==> src/rtl/pc_sequencer_pkg.sv <==
// Shared types and defaults for the program-counter sequencer and its return-stack link.
package pc_sequencer_pkg;

  localparam int PC_WIDTH_DEFAULT    = 8;
  localparam int STACK_DEPTH_DEFAULT = 16;

  typedef enum logic [2:0] {
    OP_NEXT = 3'd0,
    OP_JUMP = 3'd1,
    OP_CALL = 3'd2,
    OP_RET  = 3'd3,
    OP_HALT = 3'd4
  } op_e;

  typedef enum logic [1:0] {
    ST_RUN    = 2'd0,
    ST_HALTED = 2'd1,
    ST_FAULT  = 2'd2
  } state_e;

  typedef enum logic [1:0] {
    FC_NONE      = 2'd0,
    FC_OVERFLOW  = 2'd1,
    FC_UNDERFLOW = 2'd2,
    FC_ILLEGAL   = 2'd3
  } fault_e;

  // Depth must represent 0..STACK_DEPTH inclusive, hence the extra bit.
  function automatic int depth_bits(input int stack_depth);
    return $clog2(stack_depth) + 1;
  endfunction

endpackage

==> src/rtl/pc_sequencer_if.sv <==
// Instruction, status and return-stack link bundle between a controller and pc_sequencer.
interface pc_sequencer_if
  import pc_sequencer_pkg::*;
#(
  parameter int PC_WIDTH    = PC_WIDTH_DEFAULT,
  parameter int STACK_DEPTH = STACK_DEPTH_DEFAULT
);

  logic                               instr_valid;
  logic [2:0]                         op;
  logic [PC_WIDTH-1:0]                target;
  logic                               stall;
  logic                               clear;
  logic [PC_WIDTH-1:0]                return_to;
  logic [PC_WIDTH-1:0]                pc;
  logic                               call;
  logic                               ret;
  logic                               stk_reset;
  logic [PC_WIDTH-1:0]                called_from;
  logic [depth_bits(STACK_DEPTH)-1:0] depth;
  logic [1:0]                         state;
  logic [1:0]                         fault_code;

  modport master (
    output instr_valid, op, target, stall, clear, return_to,
    input  pc, call, ret, stk_reset, called_from, depth, state, fault_code
  );

  modport slave (
    input  instr_valid, op, target, stall, clear, return_to,
    output pc, call, ret, stk_reset, called_from, depth, state, fault_code
  );

endinterface

==> src/rtl/pc_sequencer_depth_counter.sv <==
// Saturating up/down counter tracking how many return addresses the external stack holds.
module depth_counter #(
  parameter int MAX = 16,
  parameter int W   = $clog2(MAX) + 1
) (
  input  logic         clock,
  input  logic         reset_n,
  input  logic         clear,
  input  logic         up,
  input  logic         down,
  output logic [W-1:0] count,
  output logic         full,
  output logic         empty
);

  assign full  = (count == W'(MAX));
  assign empty = (count == '0);

  always_ff @(posedge clock or negedge reset_n) begin
    if (!reset_n) begin
      count <= '0;
    end else if (clear) begin
      count <= '0;
    end else if (up && !down && !full) begin
      count <= count + W'(1);
    end else if (down && !up && !empty) begin
      count <= count - W'(1);
    end
  end

endmodule

==> src/rtl/pc_sequencer.sv <==
// Program-counter sequencer: NEXT/JUMP/CALL/RET/HALT with overflow, underflow and illegal-op faults.
module pc_sequencer
  import pc_sequencer_pkg::*;
#(
  parameter int PC_WIDTH    = PC_WIDTH_DEFAULT,
  parameter int STACK_DEPTH = STACK_DEPTH_DEFAULT
) (
  input  logic           clock,
  input  logic           reset_n,
  pc_sequencer_if.slave  bus
);

  localparam int DW = depth_bits(STACK_DEPTH);

  localparam logic [1:0] RUN    = ST_RUN;
  localparam logic [1:0] HALTED = ST_HALTED;
  localparam logic [1:0] FAULT  = ST_FAULT;

  logic [PC_WIDTH-1:0] pc_q;
  logic [1:0]          state_q;
  logic [1:0]          fault_q;
  logic [DW-1:0]       depth;
  logic                full;
  logic                empty;
  logic                active;
  logic                push;
  logic                pop;

  // An instruction is only acted on in RUN when neither clear nor stall intervenes.
  assign active = (state_q == RUN) && bus.instr_valid && !bus.stall && !bus.clear;
  assign push   = active && (bus.op == OP_CALL) && !full;
  assign pop    = active && (bus.op == OP_RET)  && !empty;

  assign bus.call        = reset_n && push;
  assign bus.ret         = reset_n && pop;
  assign bus.stk_reset   = !reset_n || bus.clear;
  assign bus.pc          = pc_q;
  assign bus.called_from = pc_q;
  assign bus.depth       = depth;
  assign bus.state       = state_q;
  assign bus.fault_code  = fault_q;

  depth_counter #(
    .MAX (STACK_DEPTH),
    .W   (DW)
  ) u_depth (
    .clock   (clock),
    .reset_n (reset_n),
    .clear   (bus.clear),
    .up      (push),
    .down    (pop),
    .count   (depth),
    .full    (full),
    .empty   (empty)
  );

  always_ff @(posedge clock or negedge reset_n) begin
    if (!reset_n) begin
      pc_q    <= '0;
      state_q <= RUN;
      fault_q <= FC_NONE;
    end else if (bus.clear) begin
      pc_q    <= '0;
      state_q <= RUN;
      fault_q <= FC_NONE;
    end else if (active) begin
      case (bus.op)
        OP_NEXT: pc_q <= pc_q + PC_WIDTH'(1);
        OP_JUMP: pc_q <= bus.target;
        OP_CALL: begin
          if (full) begin
            state_q <= FAULT;
            fault_q <= FC_OVERFLOW;
          end else begin
            pc_q <= bus.target;
          end
        end
        OP_RET: begin
          if (empty) begin
            state_q <= FAULT;
            fault_q <= FC_UNDERFLOW;
          end else begin
            pc_q <= bus.return_to;
          end
        end
        OP_HALT: state_q <= HALTED;
        default: begin
          state_q <= FAULT;
          fault_q <= FC_ILLEGAL;
        end
      endcase
    end
  end

endmodule

==> src/flat_wrapper.sv <==
// flat-port wrapper written by rule: the top's interface ports become plain ports
module pc_sequencer_flat import pc_sequencer_pkg::*;
#(
  parameter int PC_WIDTH    = PC_WIDTH_DEFAULT,
  parameter int STACK_DEPTH = STACK_DEPTH_DEFAULT
)
  (clock, reset_n, bus_instr_valid, bus_op, bus_target, bus_stall, bus_clear, bus_return_to, bus_pc, bus_call, bus_ret, bus_stk_reset, bus_called_from, bus_depth, bus_state, bus_fault_code);
  pc_sequencer_if #(.PC_WIDTH(PC_WIDTH), .STACK_DEPTH(STACK_DEPTH)) bus_i ();
  input  logic clock;
  input  logic reset_n;
  input wire logic [$bits(bus_i.instr_valid)-1:0] bus_instr_valid;
  input wire logic [$bits(bus_i.op)-1:0] bus_op;
  input wire logic [$bits(bus_i.target)-1:0] bus_target;
  input wire logic [$bits(bus_i.stall)-1:0] bus_stall;
  input wire logic [$bits(bus_i.clear)-1:0] bus_clear;
  input wire logic [$bits(bus_i.return_to)-1:0] bus_return_to;
  output wire logic [$bits(bus_i.pc)-1:0] bus_pc;
  output wire logic [$bits(bus_i.call)-1:0] bus_call;
  output wire logic [$bits(bus_i.ret)-1:0] bus_ret;
  output wire logic [$bits(bus_i.stk_reset)-1:0] bus_stk_reset;
  output wire logic [$bits(bus_i.called_from)-1:0] bus_called_from;
  output wire logic [$bits(bus_i.depth)-1:0] bus_depth;
  output wire logic [$bits(bus_i.state)-1:0] bus_state;
  output wire logic [$bits(bus_i.fault_code)-1:0] bus_fault_code;
  assign bus_i.instr_valid = bus_instr_valid;
  assign bus_i.op = bus_op;
  assign bus_i.target = bus_target;
  assign bus_i.stall = bus_stall;
  assign bus_i.clear = bus_clear;
  assign bus_i.return_to = bus_return_to;
  assign bus_pc = bus_i.pc;
  assign bus_call = bus_i.call;
  assign bus_ret = bus_i.ret;
  assign bus_stk_reset = bus_i.stk_reset;
  assign bus_called_from = bus_i.called_from;
  assign bus_depth = bus_i.depth;
  assign bus_state = bus_i.state;
  assign bus_fault_code = bus_i.fault_code;
  pc_sequencer #(.PC_WIDTH(PC_WIDTH), .STACK_DEPTH(STACK_DEPTH)) u_core (.clock(clock), .reset_n(reset_n), .bus(bus_i));
endmodule
==> config.mk <==
export PLATFORM = sky130hd
export DESIGN_NAME = pc_sequencer_flat
export DESIGN_NICKNAME = d
export VERILOG_FILES = /design/src/rtl/pc_sequencer_pkg.sv /design/src/rtl/pc_sequencer_if.sv /design/src/rtl/pc_sequencer_depth_counter.sv /design/src/rtl/pc_sequencer.sv /design/src/flat_wrapper.sv
export SDC_FILE = /design/constraint.sdc
export NUM_CORES = 1
export LEC_CHECK = 0
export CAP_MARGIN = 20
export CELL_PAD_IN_SITES_DETAIL_PLACEMENT = 0
export CELL_PAD_IN_SITES_GLOBAL_PLACEMENT = 1
export CORE_ASPECT_RATIO = 1.25
export CORE_MARGIN = 2
export CORE_UTILIZATION = 36
export CTS_CLUSTER_DIAMETER = 120
export CTS_CLUSTER_SIZE = 10
export DETAILED_ROUTE_END_ITERATION = 12
export PLACE_DENSITY = 0.93
export SLEW_MARGIN = 10
export SYNTH_ARGS = -nofsm -noshare
export SYNTH_HDL_FRONTEND = slang
export SYNTH_HIERARCHICAL = 1
export SYNTH_SLANG_ARGS = --single-unit
==> constraint.sdc <==
create_clock -name clock -period 8.6 [get_ports clock]
set_input_delay 1.29 -clock clock [delete_from_list [all_inputs] [get_ports clock]]
set_output_delay 1.29 -clock clock [all_outputs]
set_load 0.01 [all_outputs]
==> results of run 1 <==
## layout make-up
class / instances / area [sq um]
Clock buffer: 3 / 41.3
Fill cell: 391 / 1980
Sequential cell: 17 / 425
Timing Repair Buffer: 53 / 526
Inverter: 2 / 7.51
Multi-Input combinational cell: 128 / 941
Clock inverter: 1 / 7.51
Tap cell: 56 / 70.1
## registers in the layout, indices dropped and copies added (netlist names)
name and count:
u_core/bus.fault_code 2, u_core/u_depth/count 5, u_core/bus.state 2, u_core/bus.called_from 8
## cell usage in the layout (no fill, tap or decap), drive strengths merged, types with 4 or more instances in the layout
cell type / count
nand2: 11
a211oi: 4
mux2i: 6
nor2: 13
clkdlybuf4s50: 51
dfrtp: 17
nor3: 5
a31oi: 4
o21a: 4
a21oi: 11
ha: 5
o31ai: 4
nand2b: 7
xnor2: 4
nand3: 6
## stage by stage
stage                     hold WS [ns]  worst slack, ns  cells   util
final                            0.506             3.86    260  0.504
after global routing             0.546             3.64    260  0.504
after CTS                        0.516             3.88    260  0.504
after detailed placement         0.493             3.63    256  0.492
after global placement           0.479             3.70    256  0.492
after floorplan                  0.531             4.22    162      -
## kinds of logic (layout without fill, tap and decap cells)
family / Yosys count / in the layout / share of synthesized area
compound gates: 50 / 50 / 0.268
buf+inv: 17 / 59 / 0.0746
xor+xnor: 4 / 4 / 0.0237
fa+ha+maj: 6 / 6 / 0.0559
simple gates: 59 / 59 / 0.226
mux: 9 / 9 / 0.0636
flops: 17 / 17 / 0.288
## report_power, final
part           internal [mW]  switching, mW  total (mW)  leakage (nW)
Combinational         0.0254         0.0202      0.0456         0.489
Clock                 0.0327         0.0305      0.0631        0.0217
Sequential            0.0821        0.00337      0.0855         0.235
## final timing paths
check,start,end,slack [ns],cells after the start
min reg2reg,u_core/bus.fault_code[0]$_DFFE_PN0P_,u_core/bus.fault_code[0]$_DFFE_PN0P_,0.51,1
max,bus_instr_valid,u_core/u_depth/count[4]$_DFFE_PN0P_,3.86,12
min in group asynchronous,reset_n,u_core/u_depth/count[1]$_DFFE_PN0P_,1.36,2
max reg2reg,u_core/bus.state[1]$_DFFE_PN0P_,u_core/u_depth/count[4]$_DFFE_PN0P_,4.85,11
min,u_core/bus.fault_code[0]$_DFFE_PN0P_,u_core/bus.fault_code[0]$_DFFE_PN0P_,0.51,1
max in group asynchronous,reset_n,u_core/bus.called_from[1]$_DFFE_PN0P_,7.02,2
## layer usage
layer	share of wire	up-vias	global-route usage
met2	0.53	43	0.320
met5	0	-	0
met1	0.41	686	0.214
li1	-	682	-
met3	0.046	4	0.0289
met4	0.013	0	0.0773
## Yosys cell counts (all sizes together) (2+ instances only)
cell type | count | area share
and3 | 3 | 0.013
inv | 2 | 0.0051
mux2i | 6 | 0.041
a211oi | 4 | 0.036
a2111oi | 2 | 0.012
o31ai | 4 | 0.020
nand2 | 11 | 0.028
nand3b | 3 | 0.015
clkbuf | 3 | 0.0076
mux2 | 3 | 0.023
o21a | 4 | 0.020
a21o | 2 | 0.010
nand2b | 7 | 0.030
nor3 | 5 | 0.017
buf | 12 | 0.062
a2bb2oi | 2 | 0.012
a21oi | 11 | 0.037
o21ai | 3 | 0.010
o221a | 2 | 0.015
nand4 | 2 | 0.0085
a31oi | 4 | 0.017
nand3 | 6 | 0.020
ha | 5 | 0.042
nor2 | 13 | 0.033
xnor2 | 4 | 0.024
dfrtp | 17 | 0.29
==> flow_metrics.tcl, run 1 <==
set metrics [dict create \
    status "complete, no violations" \
    grt_pass1_vias 1398 \
    cts_made_buffers 3 \
    tightest_slew_ns 0.818 \
    clock_sinks 17 \
    grt_pass1_wl_um 6290 \
    hpwlAfterDp_um 2820 \
    grt_max_degree 22 \
    synth-edff-count 0 \
    cts_resized 0 \
    core_sq_um 4000 \
    ys_warn_count 6 \
    io_buffers 51 \
    fin_crit_ns 4.74 \
    cts_setup_buffers 0 \
    cpPeakStageDelay_ns 0.53 \
    syn-instance-count 162 \
    synthArstFlopShare 1.00 \
    io_pins 52 \
    skew_ns 0.00992 \
    period_share 0.551 \
    die_area_sq_um 4630 \
    ant_nets 0 \
    syn_area_sq_um 1480 \
    critPathMaxFanout 7 \
    rsz0062_at_grt "no" \
    via_per_inst 5.44 \
    irDropWorstVdd_mv 0.0376 \
    start_util 0.369 \
    setup_viol 0 \
    worst-endpoint-required_ns 8.78 \
    yosysSeqAreaShare 0.288 \
    hold_viol 0 \
    critPathSlowestCell "or4b_4" \
    dr.pass1.iters 4 \
    min_path_type "reg2reg" \
    worstSetupEndpointType "register" \
    track_usage 0.181 \
    start_kind "primary input" \
    cts_buffer_depth 2 \
    placement.cell_area_sq_um 1970 \
    cp_top_family "simple AND/OR/NAND/NOR gates" \
    synth_cell_types 53 \
    cp_cell_sequence "clkdlybuf4s50_1 -> or4b_4 -> nor3_1 -> nand2_1 -> nor3_1 -> or2b_1 -> or2_2 -> fa_1 -> a21o_1 -> a2111oi_0 -> o21ai_0 -> a21oi_1" \
    layout-drive-gt1-share 0.103 \
    synth-seq-cells 17 \
    clkTransAtPathRegs_ns 0.08 \
    p_leak_nw 0.746 \
    fp-row-count 26 \
    criticalPathCategory "in2reg" \
    cts_tree "built" \
    ys.flop_type "dfrtp_1" \
    syn_avg_cell_area_sq_um 9.11 \
    max-cap-violations 0 \
    nNetsFinal 235 \
    grt-ovfl-total 0 \
    clkLatencyLatePin_ns 0.26 \
    htreeDepth 1 \
    setup-tns-final_ns 0 \
    clockRootBuffer "clkbuf_8" \
    ctsHoldBuffers 0 \
    drc 0 \
    drt-total-wl_um 3710 \
    wl_per_cell_um 14.3 \
    syn_nets 192 \
    antenna_found_initial 0 \
    antenna_cells 0 \
    finalPower_uw 194 \
    final_area_sq_um 2020 \
    die_y_um 75.6 \
    max_freq_ghz 0.211 \
    arrival_ns 4.92 \
    drt_iter0_markers 64 \
    die_x_um 61.3 \
    syn_to_final_growth_pct 36.7 \
    relSlewSlack 0.454 \
    p_per_area_nw_per_um2 96.3 \
    cp_num_buf_inv 1 \
    place_congestion 0.926 \
    dr_total_vias 1415 \
    critical_path.most_common_cell "nor3_1" \
    report.final.slew_viol_count 0 \
]
Note: power is estimated with default switching activity, not from simulation.
==> run 2: changes to the inputs <==
--- a/config.mk
+++ b/config.mk
@@ -10,11 +10,11 @@
 export CELL_PAD_IN_SITES_GLOBAL_PLACEMENT = 1
 export CORE_ASPECT_RATIO = 1.25
 export CORE_MARGIN = 2
-export CORE_UTILIZATION = 36
+export CORE_UTILIZATION = 30
 export CTS_CLUSTER_DIAMETER = 120
 export CTS_CLUSTER_SIZE = 10
 export DETAILED_ROUTE_END_ITERATION = 12
-export PLACE_DENSITY = 0.93
+export PLACE_DENSITY = 0.84
 export SLEW_MARGIN = 10
 export SYNTH_ARGS = -nofsm -noshare
 export SYNTH_HDL_FRONTEND = slang
==> constraint.sdc (replaced) <==
create_clock -name clock -period 4.1 [get_ports clock]
set_input_delay 0.615 -clock clock [delete_from_list [all_inputs] [get_ports clock]]
set_output_delay 0.615 -clock clock [all_outputs]
set_load 0.01 [all_outputs]
==> flow_metrics.tcl, run 2 (synthesis results as in run 1) <==
set metrics [dict create \
    cts_resized 0 \
    clkLatencyLatePin_ns 0.26 \
    ctsHoldBuffers 0 \
    criticalPathCategory "in2reg" \
    core_sq_um 4730 \
    min_path_type "reg2reg" \
    placement.cell_area_sq_um 2010 \
    ant_nets 0 \
    cts_made_buffers 3 \
    drt_iter0_markers 66 \
    cts_setup_buffers 0 \
    p_leak_nw 0.774 \
    clkTransAtPathRegs_ns 0.07 \
    cts_buffer_depth 2 \
    setup_slack_ns 0.389 \
    wl_per_cell_um 14.8 \
    dr_total_vias 1431 \
    grt_max_degree 21 \
    start_util 0.312 \
    io_buffers 51 \
    drc 0 \
    skew_ns 0.00728 \
    setup_viol 0 \
    setup-tns-final_ns 0 \
    status "complete, no violations" \
    grt_pass1_wl_um 6270 \
    htreeDepth 1 \
    critPathMaxFanout 5 \
    finalPower_uw 411 \
    fin_crit_ns 3.71 \
    whs_path_depth 1 \
    nNetsFinal 240 \
    layout-drive-gt1-share 0.124 \
    antenna_found_initial 0 \
    grt-ovfl-total 0 \
    dr.pass1.iters 4 \
    track_usage 0.149 \
    clock_sinks 17 \
    clockRootBuffer "clkbuf_8" \
    worstSetupEndpointType "register" \
    largest_reg_flops 8 \
    reg2reg_depth 11 \
    relSlewSlack 0.464 \
    syn_to_final_growth_pct 39.5 \
    place_congestion 0.785 \
    worst-endpoint-required_ns 4.28 \
    max-cap-violations 0 \
    hold_viol 0 \
    report.final.slew_viol_count 0 \
    final_common_cell "clkdlybuf4s50_1" \
    period_share 0.905 \
    hpwlAfterDp_um 3060 \
    via_per_inst 5.32 \
    irDropWorstVdd_mv 0.132 \
    drt-total-wl_um 3980 \
    start_kind "primary input" \
    max_freq_ghz 0.269 \
    p_per_area_nw_per_um2 199 \
    place_ws_ns 0.124 \
    fp-row-count 28 \
    arrival_ns 3.89 \
    die_y_um 82.4 \
    final_area_sq_um 2060 \
    die_area_sq_um 5500 \
    die_x_um 66.7 \
    rsz0062_at_grt "no" \
    cts_tree "built" \
    io_pins 52 \
    final_util 0.435 \
    tightest_slew_ns 0.803 \
    grt_pass1_vias 1290 \
    antenna_cells 0 \
    final_cell_mix "clkdlybuf4s50_1, dfrtp_1, nor2_1" \
]
## run 2: critical path, cell delays in order
cell and delay, ns:
clkdlybuf4s50_1 0.45, or4b_4 0.46, nor3_1 0.21, nand2_1 0.10, nor3_1 0.18, or2b_1 0.27
or2_2 0.34, fa_1 0.44, a21o_1 0.20, a2111oi_1 0.35, o21ai_0 0.14, a21oi_1 0.13
## run 2: through the flow
stage	std cells	hold WS, ns
3_3_place_gp	265	0.486
2_1_floorplan	162	0.319
6_report	269	0.490
4_1_cts	269	0.495
5_1_grt	269	0.516
3_5_place_dp	265	0.479
## run 2: metal layers
| metal | routed length (um) | global-route usage |
|---|---|---|
| met5 | 0 | 0 |
| met4 | 55 | 0.0531 |
| met3 | 194 | 0.0244 |
| met2 | 2010 | 0.247 |
| met1 | 1720 | 0.196 |
## run 2: worst paths after layout
check	from	end	slack [ns]
worst max-delay path	bus_instr_valid	u_core/u_depth/count[4]$_DFFE_PN0P_	0.39
worst min-delay path	u_core/bus.fault_code[0]$_DFFE_PN0P_	u_core/bus.fault_code[0]$_DFFE_PN0P_	0.49
worst max register to register	u_core/u_depth/count[0]$_DFFE_PN0P_	u_core/u_depth/count[4]$_DFFE_PN0P_	0.62
worst min register to register	u_core/bus.fault_code[0]$_DFFE_PN0P_	u_core/bus.fault_code[0]$_DFFE_PN0P_	0.49
max in group asynchronous	reset_n	u_core/bus.fault_code[1]$_DFFE_PN0P_	3.10
min in group asynchronous	reset_n	u_core/bus.called_from[6]$_DFFE_PN0P_	0.79
## run 2: cell type report
type,instances,area (sq um)
Tap cell,60,75.1
Timing Repair Buffer,58,563
Clock buffer,3,41.3
Inverter,2,7.51
Sequential cell,17,425
Fill cell,503,2670
Multi-Input combinational cell,128,942
Clock inverter,1,5.00
## run 2: report_power, final
part           internal, mW  leakage, nW  switching, mW
logic                0.0561        0.514         0.0439
clock network        0.0676       0.0255         0.0639
registers             0.172        0.235        0.00706
total                 0.296        0.774          0.115
==> run 3: changes to the inputs <==
--- a/config.mk
+++ b/config.mk
@@ -14,6 +14,7 @@
 export CTS_CLUSTER_DIAMETER = 120
 export CTS_CLUSTER_SIZE = 10
 export DETAILED_ROUTE_END_ITERATION = 12
+export GPL_TIMING_DRIVEN = 1
 export PLACE_DENSITY = 0.84
 export SLEW_MARGIN = 10
 export SYNTH_ARGS = -nofsm -noshare
==> results of run 3 <==
Final layout, timing and power as in run 2 (identical DEF).
